$ cat config.mk
export PLATFORM = sky130hd
export DESIGN_NAME = ff_bank_flat
export DESIGN_NICKNAME = d
export VERILOG_FILES = /design/src/rtl/ff_bank_if.sv /design/src/rtl/ff_bank.sv /design/src/flat_wrapper.sv
export SDC_FILE = /design/constraint.sdc
export NUM_CORES = 1
export LEC_CHECK = 0
export ABC_AREA = 1
export CAP_MARGIN = 20
export CORE_MARGIN = 8
export CORE_UTILIZATION = 48
export CTS_CLUSTER_SIZE = 25
export DETAILED_ROUTE_END_ITERATION = 6
export PLACE_DENSITY = 0.82
export SYNTH_ARGS = -nofsm -noshare
export SYNTH_HDL_FRONTEND = slang
export SYNTH_SLANG_ARGS = --single-unit
$ cat constraint.sdc
create_clock -name clk -period 4.73 [get_ports clk]
set_input_delay 0.946 -clock clk [delete_from_list [all_inputs] [get_ports clk]]
set_output_delay 0.946 -clock clk [all_outputs]
set_load 0.01 [all_outputs]
$ cat src/rtl/ff_bank_if.sv
// Handshake/bus bundle for ff_bank: control and operand inputs plus the
// registered state, change flags, illegal-SR flag and toggle-event counter.
interface ff_bank_if #(
  parameter int WIDTH = 8,
  parameter int CNT_W = 16
);
  logic             en;
  logic [1:0]       mode;
  logic [WIDTH-1:0] a;
  logic [WIDTH-1:0] b;
  logic             load;
  logic [WIDTH-1:0] load_val;
  logic             cnt_clr;
  logic [WIDTH-1:0] q;
  logic [WIDTH-1:0] qn;
  logic [WIDTH-1:0] chg;
  logic             sr_err;
  logic [CNT_W-1:0] toggle_cnt;

  modport master (
    output en, mode, a, b, load, load_val, cnt_clr,
    input  q, qn, chg, sr_err, toggle_cnt
  );

  modport slave (
    input  en, mode, a, b, load, load_val, cnt_clr,
    output q, qn, chg, sr_err, toggle_cnt
  );
endinterface

$ cat src/rtl/ff_bank.sv
// Multi-mode (D/T/JK/SR) flip-flop bank with parallel load, per-bit change
// flags, an illegal-SR flag and a saturating toggle-event counter.
module ff_bank #(
  parameter int               WIDTH     = 8,
  parameter int               CNT_W     = 16,
  parameter logic [WIDTH-1:0] RESET_VAL = '0
) (
  input logic    clk,
  input logic    rst,
  ff_bank_if.slave bus
);

  typedef enum logic [1:0] {
    MODE_D  = 2'b00,
    MODE_T  = 2'b01,
    MODE_JK = 2'b10,
    MODE_SR = 2'b11
  } mode_t;

  logic [WIDTH-1:0] q_r;
  logic [WIDTH-1:0] chg_r;
  logic             sr_err_r;
  logic [CNT_W-1:0] cnt_r;

  logic [WIDTH-1:0] q_next_s;
  logic             sr_conflict_s;
  logic [CNT_W:0]   cnt_sum_s;
  logic [CNT_W-1:0] cnt_sat_s;

  // Number of set bits; one extra bit of headroom detects counter overflow.
  function automatic logic [CNT_W:0] popcount(input logic [WIDTH-1:0] v);
    logic [CNT_W:0] n;
    n = '0;
    for (int i = 0; i < WIDTH; i++) begin
      n = n + {{CNT_W{1'b0}}, v[i]};
    end
    return n;
  endfunction

  // Next-state selection: load beats mode-based update, which beats hold.
  always_comb begin
    q_next_s      = q_r;
    sr_conflict_s = 1'b0;
    if (bus.load) begin
      q_next_s = bus.load_val;
    end else if (bus.en) begin
      case (mode_t'(bus.mode))
        MODE_D:  q_next_s = bus.a;
        MODE_T:  q_next_s = q_r ^ bus.a;
        MODE_JK: q_next_s = (bus.a & ~q_r) | (~bus.b & q_r);
        MODE_SR: begin
          // S=R=1 bits fall through both masks and therefore hold.
          q_next_s      = (q_r | (bus.a & ~bus.b)) & ~(bus.b & ~bus.a);
          sr_conflict_s = |(bus.a & bus.b);
        end
        default: q_next_s = q_r;
      endcase
    end else begin
      q_next_s = q_r;
    end
  end

  // Saturating accumulation of the change flags registered at the last edge.
  always_comb begin
    cnt_sum_s = {1'b0, cnt_r} + popcount(chg_r);
    if (cnt_sum_s[CNT_W]) begin
      cnt_sat_s = {CNT_W{1'b1}};
    end else begin
      cnt_sat_s = cnt_sum_s[CNT_W-1:0];
    end
  end

  // State, change flags, SR flag and counter update together on each edge.
  always_ff @(posedge clk) begin
    if (rst) begin
      q_r      <= RESET_VAL;
      chg_r    <= '0;
      sr_err_r <= 1'b0;
      cnt_r    <= '0;
    end else begin
      q_r      <= q_next_s;
      chg_r    <= q_next_s ^ q_r;
      sr_err_r <= sr_conflict_s;
      cnt_r    <= bus.cnt_clr ? {CNT_W{1'b0}} : cnt_sat_s;
    end
  end

  assign bus.q          = q_r;
  assign bus.qn         = ~q_r;
  assign bus.chg        = chg_r;
  assign bus.sr_err     = sr_err_r;
  assign bus.toggle_cnt = cnt_r;

endmodule

$ cat src/flat_wrapper.sv
// flat-port wrapper written by rule: the top's interface ports become plain ports
module ff_bank_flat 
#(
  parameter int               WIDTH     = 8,
  parameter int               CNT_W     = 16,
  parameter logic [WIDTH-1:0] RESET_VAL = '0
)
  (clk, rst, bus_en, bus_mode, bus_a, bus_b, bus_load, bus_load_val, bus_cnt_clr, bus_q, bus_qn, bus_chg, bus_sr_err, bus_toggle_cnt);
  ff_bank_if #(.WIDTH(WIDTH), .CNT_W(CNT_W)) bus_i ();
  input logic clk;
  input logic rst;
  input wire logic [$bits(bus_i.en)-1:0] bus_en;
  input wire logic [$bits(bus_i.mode)-1:0] bus_mode;
  input wire logic [$bits(bus_i.a)-1:0] bus_a;
  input wire logic [$bits(bus_i.b)-1:0] bus_b;
  input wire logic [$bits(bus_i.load)-1:0] bus_load;
  input wire logic [$bits(bus_i.load_val)-1:0] bus_load_val;
  input wire logic [$bits(bus_i.cnt_clr)-1:0] bus_cnt_clr;
  output wire logic [$bits(bus_i.q)-1:0] bus_q;
  output wire logic [$bits(bus_i.qn)-1:0] bus_qn;
  output wire logic [$bits(bus_i.chg)-1:0] bus_chg;
  output wire logic [$bits(bus_i.sr_err)-1:0] bus_sr_err;
  output wire logic [$bits(bus_i.toggle_cnt)-1:0] bus_toggle_cnt;
  assign bus_i.en = bus_en;
  assign bus_i.mode = bus_mode;
  assign bus_i.a = bus_a;
  assign bus_i.b = bus_b;
  assign bus_i.load = bus_load;
  assign bus_i.load_val = bus_load_val;
  assign bus_i.cnt_clr = bus_cnt_clr;
  assign bus_q = bus_i.q;
  assign bus_qn = bus_i.qn;
  assign bus_chg = bus_i.chg;
  assign bus_sr_err = bus_i.sr_err;
  assign bus_toggle_cnt = bus_i.toggle_cnt;
  ff_bank #(.WIDTH(WIDTH), .CNT_W(CNT_W), .RESET_VAL(RESET_VAL)) u_core (.clk(clk), .rst(rst), .bus(bus_i));
endmodule
Yosys cells after proc, flatten, opt, wreduce, memory -nomap -nowiden
Cells that the tools add are included.
{"block": "op_classes", "n_addsub": 8, "n_reduce_logical": 4, "n_bitwise": 16, "mux": 4, "n_eq_ne": 3}
{"cell": "$add 17x1->17", "count": 6}
{"cell": "$and 8x8->8", "count": 6}
{"cell": "$not 8->8", "count": 4}
{"cell": "$pmux 8 s4", "count": 1}
{"cell": "$add 16x17->17", "count": 1}
{"cell": "$mux 16", "count": 1}
{"cell": "$mux 8", "count": 2}
{"cell": "$or 8x8->8", "count": 2}
{"cell": "$xor 8x8->8", "count": 2}
{"cell": "$reduce_or 8->1", "count": 1}
{"cell": "$eq 2x2->1 const B", "count": 2}
{"cell": "$reduce_or 4->1", "count": 1}
{"cell": "$add 1x1->2", "count": 1}
{"cell": "$eq 2x1->1 const B", "count": 1}
{"cell": "$logic_not 2->1", "count": 1}
{"cell": "$not 1->1", "count": 2}
{"cell": "$reduce_or 2->1", "count": 1}
{"block": "word_totals", "regBits": 33, "out_inout_bits": 41, "wordCells": 39, "in_bits": 31}

Depth between registers and ports, before layout
Gate-level depths: netlist of the first run.
{"block": "depth", "depth_word": 9, "mapped_depth": 17, "mapped_depth_nobuf": 17}

Worst setup path after synthesis of the first run
OpenSTA, ideal clock, no wires.
{"block": "synth_path", "path_kind": "register to register", "from": "reg u_core.chg_r[0] (netlist: u_core.bus.chg[0])", "to": "reg u_core.cnt_r[7] (netlist: u_core.bus.toggle_cnt[7])", "t_required_ps": 4621, "setup_time_ps": 109, "period_less_slack_ps": 3516, "setup_slack_ps": 1214, "stages_incl_launch_ff": 18, "n_path_buf": 1, "arrival_ps": 3407, "path_cell_list": "dfxtp_1 ha_1 inv_1 fa_1 fa_1 fa_1 inv_1 ha_1 fa_1 nand2_1 nand3_1 nand2_1 o21ai_4 nand2_4 buf_6 nand3_2 nand2_1 inv_1"}
{"block": "synth_via", "elab_chain_len": 9}
{"item": "from (decl)", "line_no": "ff_bank.sv:21", "rtl": "logic [WIDTH-1:0] chg_r;"}
{"item": "from (signal assigned)", "line_no": "ff_bank.sv:82", "rtl": "chg_r <= q_next_s ^ q_r;"}
{"item": "$add 1x1->2", "line_no": "ff_bank.sv:35", "rtl": "n = n + {{CNT_W{1'b0}}, v[i]};"}
{"item": "$add 17x1->17 (6 in a row)", "line_no": "ff_bank.sv:35"}
{"item": "$add 16x17->17", "line_no": "ff_bank.sv:65", "rtl": "cnt_sum_s = {1'b0, cnt_r} + popcount(chg_r);"}
{"item": "$mux 16", "line_no": "ff_bank.sv:66", "rtl": "if (cnt_sum_s[CNT_W]) begin"}
{"item": "to (signal assigned)", "line_no": "ff_bank.sv:84", "rtl": "cnt_r <= bus.cnt_clr ? {CNT_W{1'b0}} : cnt_sat_s;"}
{"item": "to (decl)", "line_no": "ff_bank.sv:23", "rtl": "logic [CNT_W-1:0] cnt_r;"}
Every way passes these cells.
A chain may end at the register's enable or synchronous reset.

Worst setup path after layout of the first run
{"block": "layout_path", "from": "reg u_core.chg_r[0] (netlist: u_core.bus.chg[0])", "to": "reg u_core.cnt_r[11] (netlist: u_core.bus.toggle_cnt[11])"}
Same word-level chain as after synthesis.

==> results of run 1 <==
[Yosys cell counts]
master    number  area (sq um)
a21o_1         2          15.0
a21oi_1       34           170
a21oi_2        8          70.1
a31oi_2        1          12.5
buf_2          4          20.0
buf_6          1          11.3
clkbuf_1       3          11.3
dfxtp_1       33           661
fa_1           4          80.1
ha_1          12           150
inv_1         41           154
inv_2          6          22.5
nand2_1      120           450
nand2_2        3          18.8
nand2_4        1          11.3
nand3_1       53           265
nand3_2        1          10.0
nand3b_1       2          15.0
nand4_1        3          18.8
nor2_1        30           113
nor2_2         2          12.5
nor2_4         1          11.3
nor2_8         1          20.0
nor3_1         1          5.00
nor3b_1        2          15.0
nor4_1         1          6.26
o211a_1        1          10.0
o21a_1         1          7.51
o21ai_0        1          5.00
o21ai_4        1          16.3
xnor2_1        3          26.3
xor2_1         2          17.5
[through the flow]
step           area, sq um  hold slack, ps  util (%)  setup slack [ps]
6_report              3300             581      66.0              1060
5_1_grt               3300             629      66.0               823
4_1_cts               3300             585      66.0              1020
3_5_place_dp          3190             573      63.6              1040
3_3_place_gp          3190             564      63.6              1150
2_1_floorplan         2430             580         -              1210
[logic make-up (layout without fill, tap and decap cells)]
logic type / Yosys count / after routing
flip-flops: 33 / 33
AND/OR/NAND/NOR: 221 / 221
AO/OA/AOI/OAI: 49 / 49
buffers and inverters: 55 / 126
XOR/XNOR: 5 / 5
adder cells (fa/ha/maj): 16 / 16
[power by group through the flow]
stage / combinational [uW] / clock (uW) / sequential, uW
floorplan: 188 / 0 / 328
global placement: 310 / 0 / 321
detailed placement: 323 / 0 / 322
CTS: 323 / 281 / 316
global route: 368 / 294 / 319
finish: 320 / 276 / 316
[critical path, delay by kind of cell (launching register included)]
kind	cells	cell delay, ps
AOI/OAI and AO/OA	1	80
adders and majority gates	6	2320
buffers and inverters	3	130
DFF	1	320
and+or+nand+nor	6	720
[layout make-up]
type,count,area (sq um),share of cell area [%]
Multi-Input combinational cell,291,1550,47.0
Clock buffer,7,86.3,2.61
Clock inverter,1,30.0,0.909
Tap cell,70,87.6,2.65
Timing Repair Buffer,71,711,21.5
Inverter,47,176,5.34
Sequential cell,33,661,20.0
[registers in the layout (all words and copies together), names as in the netlist]
signal	flops
u_core.bus.toggle_cnt	16
u_core.bus.q	8
u_core.bus.sr_err	1
u_core.bus.chg	8
[how the worst min path moves through the flow]
stage	startpoint	end	slack, ps	cells after the start
finish	u_core.bus.toggle_cnt[15]	u_core.bus.toggle_cnt[15]	580	4
floorplan	u_core.bus.toggle_cnt[15]	u_core.bus.toggle_cnt[15]	580	4
global route	u_core.bus.toggle_cnt[15]	u_core.bus.toggle_cnt[15]	630	4
CTS	u_core.bus.toggle_cnt[15]	u_core.bus.toggle_cnt[15]	580	4
global placement	u_core.bus.toggle_cnt[15]	u_core.bus.toggle_cnt[15]	560	4
detailed placement	u_core.bus.toggle_cnt[15]	u_core.bus.toggle_cnt[15]	570	4
[routing by layer]
layer / vias up / global-route usage [%] / share of wire (%)
met2: 83 / 32.3 / 49
met1: 1190 / 23.5 / 43
met5: - / 0 / 0
met4: 0 / 5.31 / 1.3
li1: 1366 / - / -
met3: 8 / 4.25 / 6.5
==> results_dict.tcl, run 1 <==
set metrics [dict create \
    setup_violations 0 \
    start_kind "register" \
    n_antenna_cell 0 \
    wirelength_um 6920 \
    clockPowerShare_pct 30.3 \
    cts_buffers 5 \
    tns_ps 0 \
    synth_fa_ha_area_share_pct 9.47 \
    synthXorXnorAreaFrac_pct 1.80 \
    crit_end "u_core.bus.toggle_cnt[11]" \
    critPathMaxFanout 15 \
    hold_buffers 0 \
    period_share_pct 77.7 \
    slowest_delay_ps 500 \
    grt.overflow.total 0 \
    max_freq_mhz 272 \
    ios 72 \
    yosysSeqAreaShare_pct 27.2 \
    final_nets 496 \
    rsz0062_at_grt "no" \
    final_cell_mix "nand2_1, clkdlybuf4s50_1, nand3_1, inv_1, a21oi_1" \
    crit_start "u_core.bus.chg[0]" \
    yosysUniqueCellTypes 32 \
    synthMuxAreaShare_pct 0 \
    syn_nets 426 \
    clk_pin_slew_ps 70 \
    r2r_slack_ps 1060 \
    combPwrFrac_pct 35.1 \
    p_total_uw 912 \
    path_class "reg2reg" \
    intPower_uw 621 \
    yosys_register_bits 33 \
    synth_top_family_by_area "simple AND/OR/NAND/NOR gates" \
    first_global_vias 2552 \
    vias 2647 \
    crit_slowest_cell "fa_1" \
    antenna_left 0 \
    syn2layout_area_growth_pct 35.9 \
    start_util_pct 48.6 \
    avgSynthCellArea_sq_um 6.42 \
    skew_ps 6.55 \
    worstMarginPinSlew_ps 660 \
    fin_crit_ps 3670 \
    timing.rr.start "u_core.bus.chg[0]" \
    reg2reg_depth 16 \
    clock-root-buffer "clkbuf_8" \
    r2r_end "u_core.bus.toggle_cnt[11]" \
    path_common_cell "fa_1" \
    yosysWarningCount 0 \
    core_sq_um 5010 \
    gp_congestion 0.916 \
    synthSimpleGateAreaFrac_pct 40.0 \
    peakVddDrop_uv 157 \
    hpwl_um 5400 \
    drt_iter0_drc 121 \
    slew_violations 0 \
    stdcell_count 520 \
    fillers 476 \
    place_inst 512 \
    power.density_nw_per_um2 276 \
    die_width_um 87.2 \
    portBuffers 71 \
    hold_violations 0 \
    globalRouteTotalUtil_pct 19.1 \
    clk_latency_ps 280 \
    clock_sinks 33 \
    remaining_drc_errors 0 \
    dieHeight_um 87.2 \
    cts_tree "done" \
    vias_per_cell 5.09 \
    p_sw_share_pct 31.9 \
    cts_resized 0 \
    die-area_sq_um 7600 \
    relSlewSlack_pct 55.9 \
    grt_antenna_before_repair 0 \
    layout_commonest_cell "nand2_1" \
    post-cts-setup-buffers 0 \
    grt_first_pass_wirelength_um 11700 \
    hold_path_class "reg2reg" \
    arrival_ps 3850 \
    dr.pass1.iters 5 \
    rows 26 \
    cts_buffer_depth 2 \
    crit_chain "ha_1 -> inv_1 -> fa_1 -> fa_1 -> fa_1 -> inv_1 -> ha_1 -> fa_1 -> nand2_1 -> nand3_1 -> nand2_1 -> o21ai_4 -> nand2_4 -> nand3_1 -> nand2_1 -> inv_1" \
    synthCells 379 \
    htreeDepth 2 \
    switchingPower_uw 291 \
    leakagePower_uw 0.00153 \
    maxCapViolations 0 \
    status "finished, final reports clean" \
    grt_max_degree 18 \
    syn_area_sq_um 2430 \
    seq_power_share_pct 34.7 \
    drive_above_1_share_pct 7.11 \
    end_kind "register" \
    synth-compound-area-share_pct 12.6 \
    wl_per_cell_um 13.3 \
    required_ps 4910 \
]
No activity file was read; power rests on OpenSTA's default activity.
==> run 2, diff against run 1 <==
clock period = 3.57 ns   (was 4.73 ns; I/O delays follow)
==> results_dict.tcl, run 2 (same netlist as run 1, synthesis figures left out) <==
set metrics [dict create \
    critPathMaxFanout 5 \
    largest_register_ffs 16 \
    final_cell_mix "nand2_1, clkdlybuf4s50_1, nand3_1, inv_1, a21oi_1" \
    cts_tree "done" \
    timing.rr.start "u_core.bus.chg[0]" \
    n_antenna_cell 0 \
    worstMarginPinSlew_ps 672 \
    leakagePower_uw 0.00163 \
    core_sq_um 5010 \
    antenna_left 0 \
    wl_per_cell_um 14.1 \
    globalRouteTotalUtil_pct 19.3 \
    htreeDepth 2 \
    cts_buffers 5 \
    grt_max_degree 18 \
    slew_violations 0 \
    path_class "reg2reg" \
    period_share_pct 98.7 \
    power.density_nw_per_um2 344 \
    hold_start "u_core.bus.toggle_cnt[13]" \
    rows 26 \
    required_ps 3730 \
    start_kind "register" \
    dieHeight_um 87.2 \
    wirelength_um 7430 \
    clk_pin_slew_ps 70 \
    post-route-util_pct 68.9 \
    max_freq_mhz 284 \
    gp_congestion 0.878 \
    die-area_sq_um 7600 \
    final_nets 504 \
    layout_commonest_cell "nand2_1" \
    die_width_um 87.2 \
    setup_violations 0 \
    clock_sinks 33 \
    peakVddDrop_uv 223 \
    grt_antenna_before_repair 0 \
    reg2reg_depth 15 \
    vias 2731 \
    hold_violations 0 \
    clk_latency_ps 290 \
    hold_end "u_core.bus.toggle_cnt[13]" \
    maxCapViolations 0 \
    cts_buffer_depth 2 \
    whs_ps 574 \
    syn2layout_area_growth_pct 41.8 \
    first_global_vias 2554 \
    hpwl_um 5480 \
    arrival_ps 3680 \
    relSlewSlack_pct 55.0 \
    status "finished, final reports clean" \
    drive_above_1_share_pct 12.7 \
    r2r_end "u_core.bus.toggle_cnt[1]" \
    pre_cts_ws_ps -31.2 \
    drt_iter0_drc 236 \
    clock-root-buffer "clkbuf_8" \
    skew_ps 8.19 \
    rsz0062_at_grt "yes" \
    fin_crit_ps 3520 \
    vias_per_cell 5.17 \
    hold_path_class "reg2reg" \
    end_kind "register" \
    r2r_slack_ps 50 \
    portBuffers 71 \
    start_util_pct 48.6 \
    remaining_drc_errors 0 \
    dr.pass1.iters 4 \
    grt_first_pass_wirelength_um 11600 \
    hold-path-cell-count 4 \
    grt.overflow.total 0 \
    setup_slack_ps 46.0 \
    ios 72 \
]
[run 2: how the worst max path moves through the flow]
stage	startpoint	endpoint
finish	u_core.bus.chg[0]	u_core.bus.toggle_cnt[1]
detailed placement	u_core.bus.chg[1]	u_core.bus.toggle_cnt[2]
floorplan	u_core.bus.chg[0]	u_core.bus.toggle_cnt[7]
global route	u_core.bus.chg[0]	u_core.bus.toggle_cnt[1]
CTS	u_core.bus.chg[1]	u_core.bus.toggle_cnt[9]
global placement	u_core.bus.chg[0]	u_core.bus.toggle_cnt[4]
[run 2: final cells by class]
type	instances	area, sq um
clock buffers	6	72.6
clock inverters	2	10.0
fillers	446	1560
inverters	47	176
multi-input cells	292	1650
flip-flops and latches	33	663
well taps	70	87.6
repair buffers	78	788
[run 2: worst max-delay path, stage by stage (launching register included)]
cell,delay (ps)
dfxtp_2,330
ha_4,260
inv_2,30
fa_2,550
fa_1,450
fa_1,530
inv_2,50
ha_4,160
fa_2,360
nand2_2,90
nand3_4,90
nand2_4,100
o21ai_4,90
nand2_4,140
buf_12,130
a21oi_2,40
[run 2: stage by stage]
stage                     TNS [ps]  total power (uW)  std cells  area, sq um
after floorplan                  0               684        379         2430
final                            0              1190        528         3450
after global routing          -709              1270        528         3450
after global placement           0               844        514         3220
after detailed placement      -224               863        514         3220
after CTS                        0              1140        524         3330
[run 2: metal layers]
metal  global-route usage (%)  vias up  wire length [um]
met5                        0        -                 0
met2                     32.7       73              3710
li1                         -     1380                 -
met3                     5.19       12               435
met4                     7.19        0               151
met1                     22.7     1266              3130
[run 2: report_power, final]
part           internal [uW]  switching (uW)  leakage (uW)
registers                397            22.9      0.000271
clock network            135             145     0.0000450
logic                    236             253       0.00132
[run 2: repair_timing]
item,4_1_cts,5_1_grt
setup endpoints to repair,11,16
hold buffers,0,0
setup buffers,1,4
gates resized for setup,1,21
pin swaps,0,14
cloned,1,0
==> run 3, diff against run 2 <==
SKIP_LAST_GASP = 1   (was default)
==> results_dict.tcl, run 3 (same netlist as run 1, synthesis figures left out) <==
set metrics [dict create \
    status "finished, final reports clean" \
    cts_buffer_depth 2 \
    dpl_cell_area_sq_um 3220 \
    drt_iter0_drc 269 \
    dr.pass1.iters 4 \
    hpwl_um 5480 \
    hold_violations 0 \
    fillers 446 \
    required_ps 3730 \
    n_antenna_cell 0 \
    leakagePower_uw 0.00162 \
    drive_above_1_share_pct 12.4 \
    final_cell_mix "nand2_1, clkdlybuf4s50_1, nand3_1, inv_1, a21oi_1" \
    p_sw_share_pct 35.3 \
    arrival_ps 3680 \
    cts_tree "done" \
    peakVddDrop_uv 222 \
    p_total_uw 1190 \
    combPwrFrac_pct 41.2 \
    clk_pin_slew_ps 70 \
    setup_violations 0 \
    grt_first_pass_wirelength_um 11600 \
    core_sq_um 5010 \
    cts_buffers 5 \
    rsz0062_at_grt "yes" \
    hold_buffers 0 \
    path_class "reg2reg" \
    layout_commonest_cell "nand2_1" \
    start_util_pct 48.6 \
    vias 2751 \
    max_freq_mhz 284 \
    final_nets 504 \
    largest_register_ffs 16 \
    clk_latency_ps 290 \
    rows 26 \
    ios 72 \
    fin_crit_ps 3520 \
    worstMarginPinSlew_ps 665 \
    antenna_left 0 \
    first_global_vias 2554 \
    intPower_uw 768 \
    period_share_pct 98.6 \
    globalRouteTotalUtil_pct 19.3 \
    wl_per_cell_um 14.0 \
    vias_per_cell 5.21 \
    hold_path_class "reg2reg" \
    final_area_sq_um 3440 \
    remaining_drc_errors 0 \
    reg2reg_depth 15 \
    grt_max_degree 18 \
    grt.overflow.total 0 \
    skew_ps 7.53 \
    slew_violations 0 \
    wirelength_um 7390 \
    die_width_um 87.2 \
    seq_power_share_pct 35.3 \
    end_kind "register" \
    relSlewSlack_pct 55.5 \
    portBuffers 71 \
    switchingPower_uw 419 \
    clock_sinks 33 \
    start_kind "register" \
    critPathMaxFanout 5 \
    maxCapViolations 0 \
    die-area_sq_um 7600 \
    dieHeight_um 87.2 \
    gp_congestion 0.878 \
    tns_ps 0 \
    htreeDepth 2 \
    grt_antenna_before_repair 0 \
    power.density_nw_per_um2 345 \
    syn2layout_area_growth_pct 41.6 \
    clock-root-buffer "clkbuf_8" \
    hold-path-cell-count 4 \
    clockPowerShare_pct 23.5 \
    post-route-util_pct 68.8 \
]
run 3: path summary, 6_finish.rpt:
| kind | slack (ps) | end | start |
|---|---|---|---|
| worst min-delay path | 570 | u_core.bus.toggle_cnt[13] | u_core.bus.toggle_cnt[13] |
| worst max register to register | 50 | u_core.bus.toggle_cnt[1] | u_core.bus.chg[0] |
| worst min register to register | 570 | u_core.bus.toggle_cnt[13] | u_core.bus.toggle_cnt[13] |
| worst max-delay path | 50 | u_core.bus.toggle_cnt[1] | u_core.bus.chg[0] |
run 3: worst max-delay path: stages, from the launching register on:
cell	delay, ps
dfxtp_2	330
ha_4	260
inv_2	30
fa_2	550
fa_1	450
fa_1	530
inv_2	50
ha_4	160
fa_2	360
nand2_2	90
nand3_4	90
nand2_4	100
o21ai_4	90
nand2_4	140
buf_12	130
a21oi_2	40
run 3: power groups by stage:
stage	clock, uW	combinational, uW	sequential [uW]
4_1_cts	284	441	418
2_1_floorplan	0	249	435
6_report	279	489	420
3_5_place_dp	0	437	426
3_3_place_gp	0	419	426
5_1_grt	300	550	423
run 3: metal layers:
| metal | GRT usage [%] | vias to the layer above | part of all wire, % |
|---|---|---|---|
| met4 | 7.19 | 0 | 2.0 |
| li1 | - | 1381 | - |
| met3 | 5.19 | 12 | 7.3 |
| met5 | 0 | - | 0 |
| met2 | 32.7 | 97 | 50 |
| met1 | 22.7 | 1261 | 41 |
run 3: area by class of cell:
| type | instances | area (sq um) | area share (%) |
|---|---|---|---|
| multi-input cells | 292 | 1650 | 47.8 |
| repair buffers | 78 | 788 | 22.9 |
| flip-flops and latches | 33 | 663 | 19.3 |
| inverters | 47 | 176 | 5.12 |
| well taps | 70 | 87.6 | 2.54 |
| clock buffers | 6 | 72.6 | 2.11 |
| clock inverters | 2 | 10.0 | 0.291 |
run 3: stage by stage:
stage	hold WS, ps	std cells	worst slack [ps]
floorplan	580	379	54.0
global placement	556	514	52.8
detailed placement	565	514	-31.2
CTS	578	524	12.4
global route	614	528	-75.0
finish	573	528	49.0
run 3: timing repair:
item / 4_1_cts / 5_1_grt
cloned: 1 / 0
pin swaps: 0 / 14
endpoints found under the setup margin: 11 / 16
setup buffers: 1 / 4
hold endpoints to repair: 0 / 0
gates resized for setup: 1 / 20
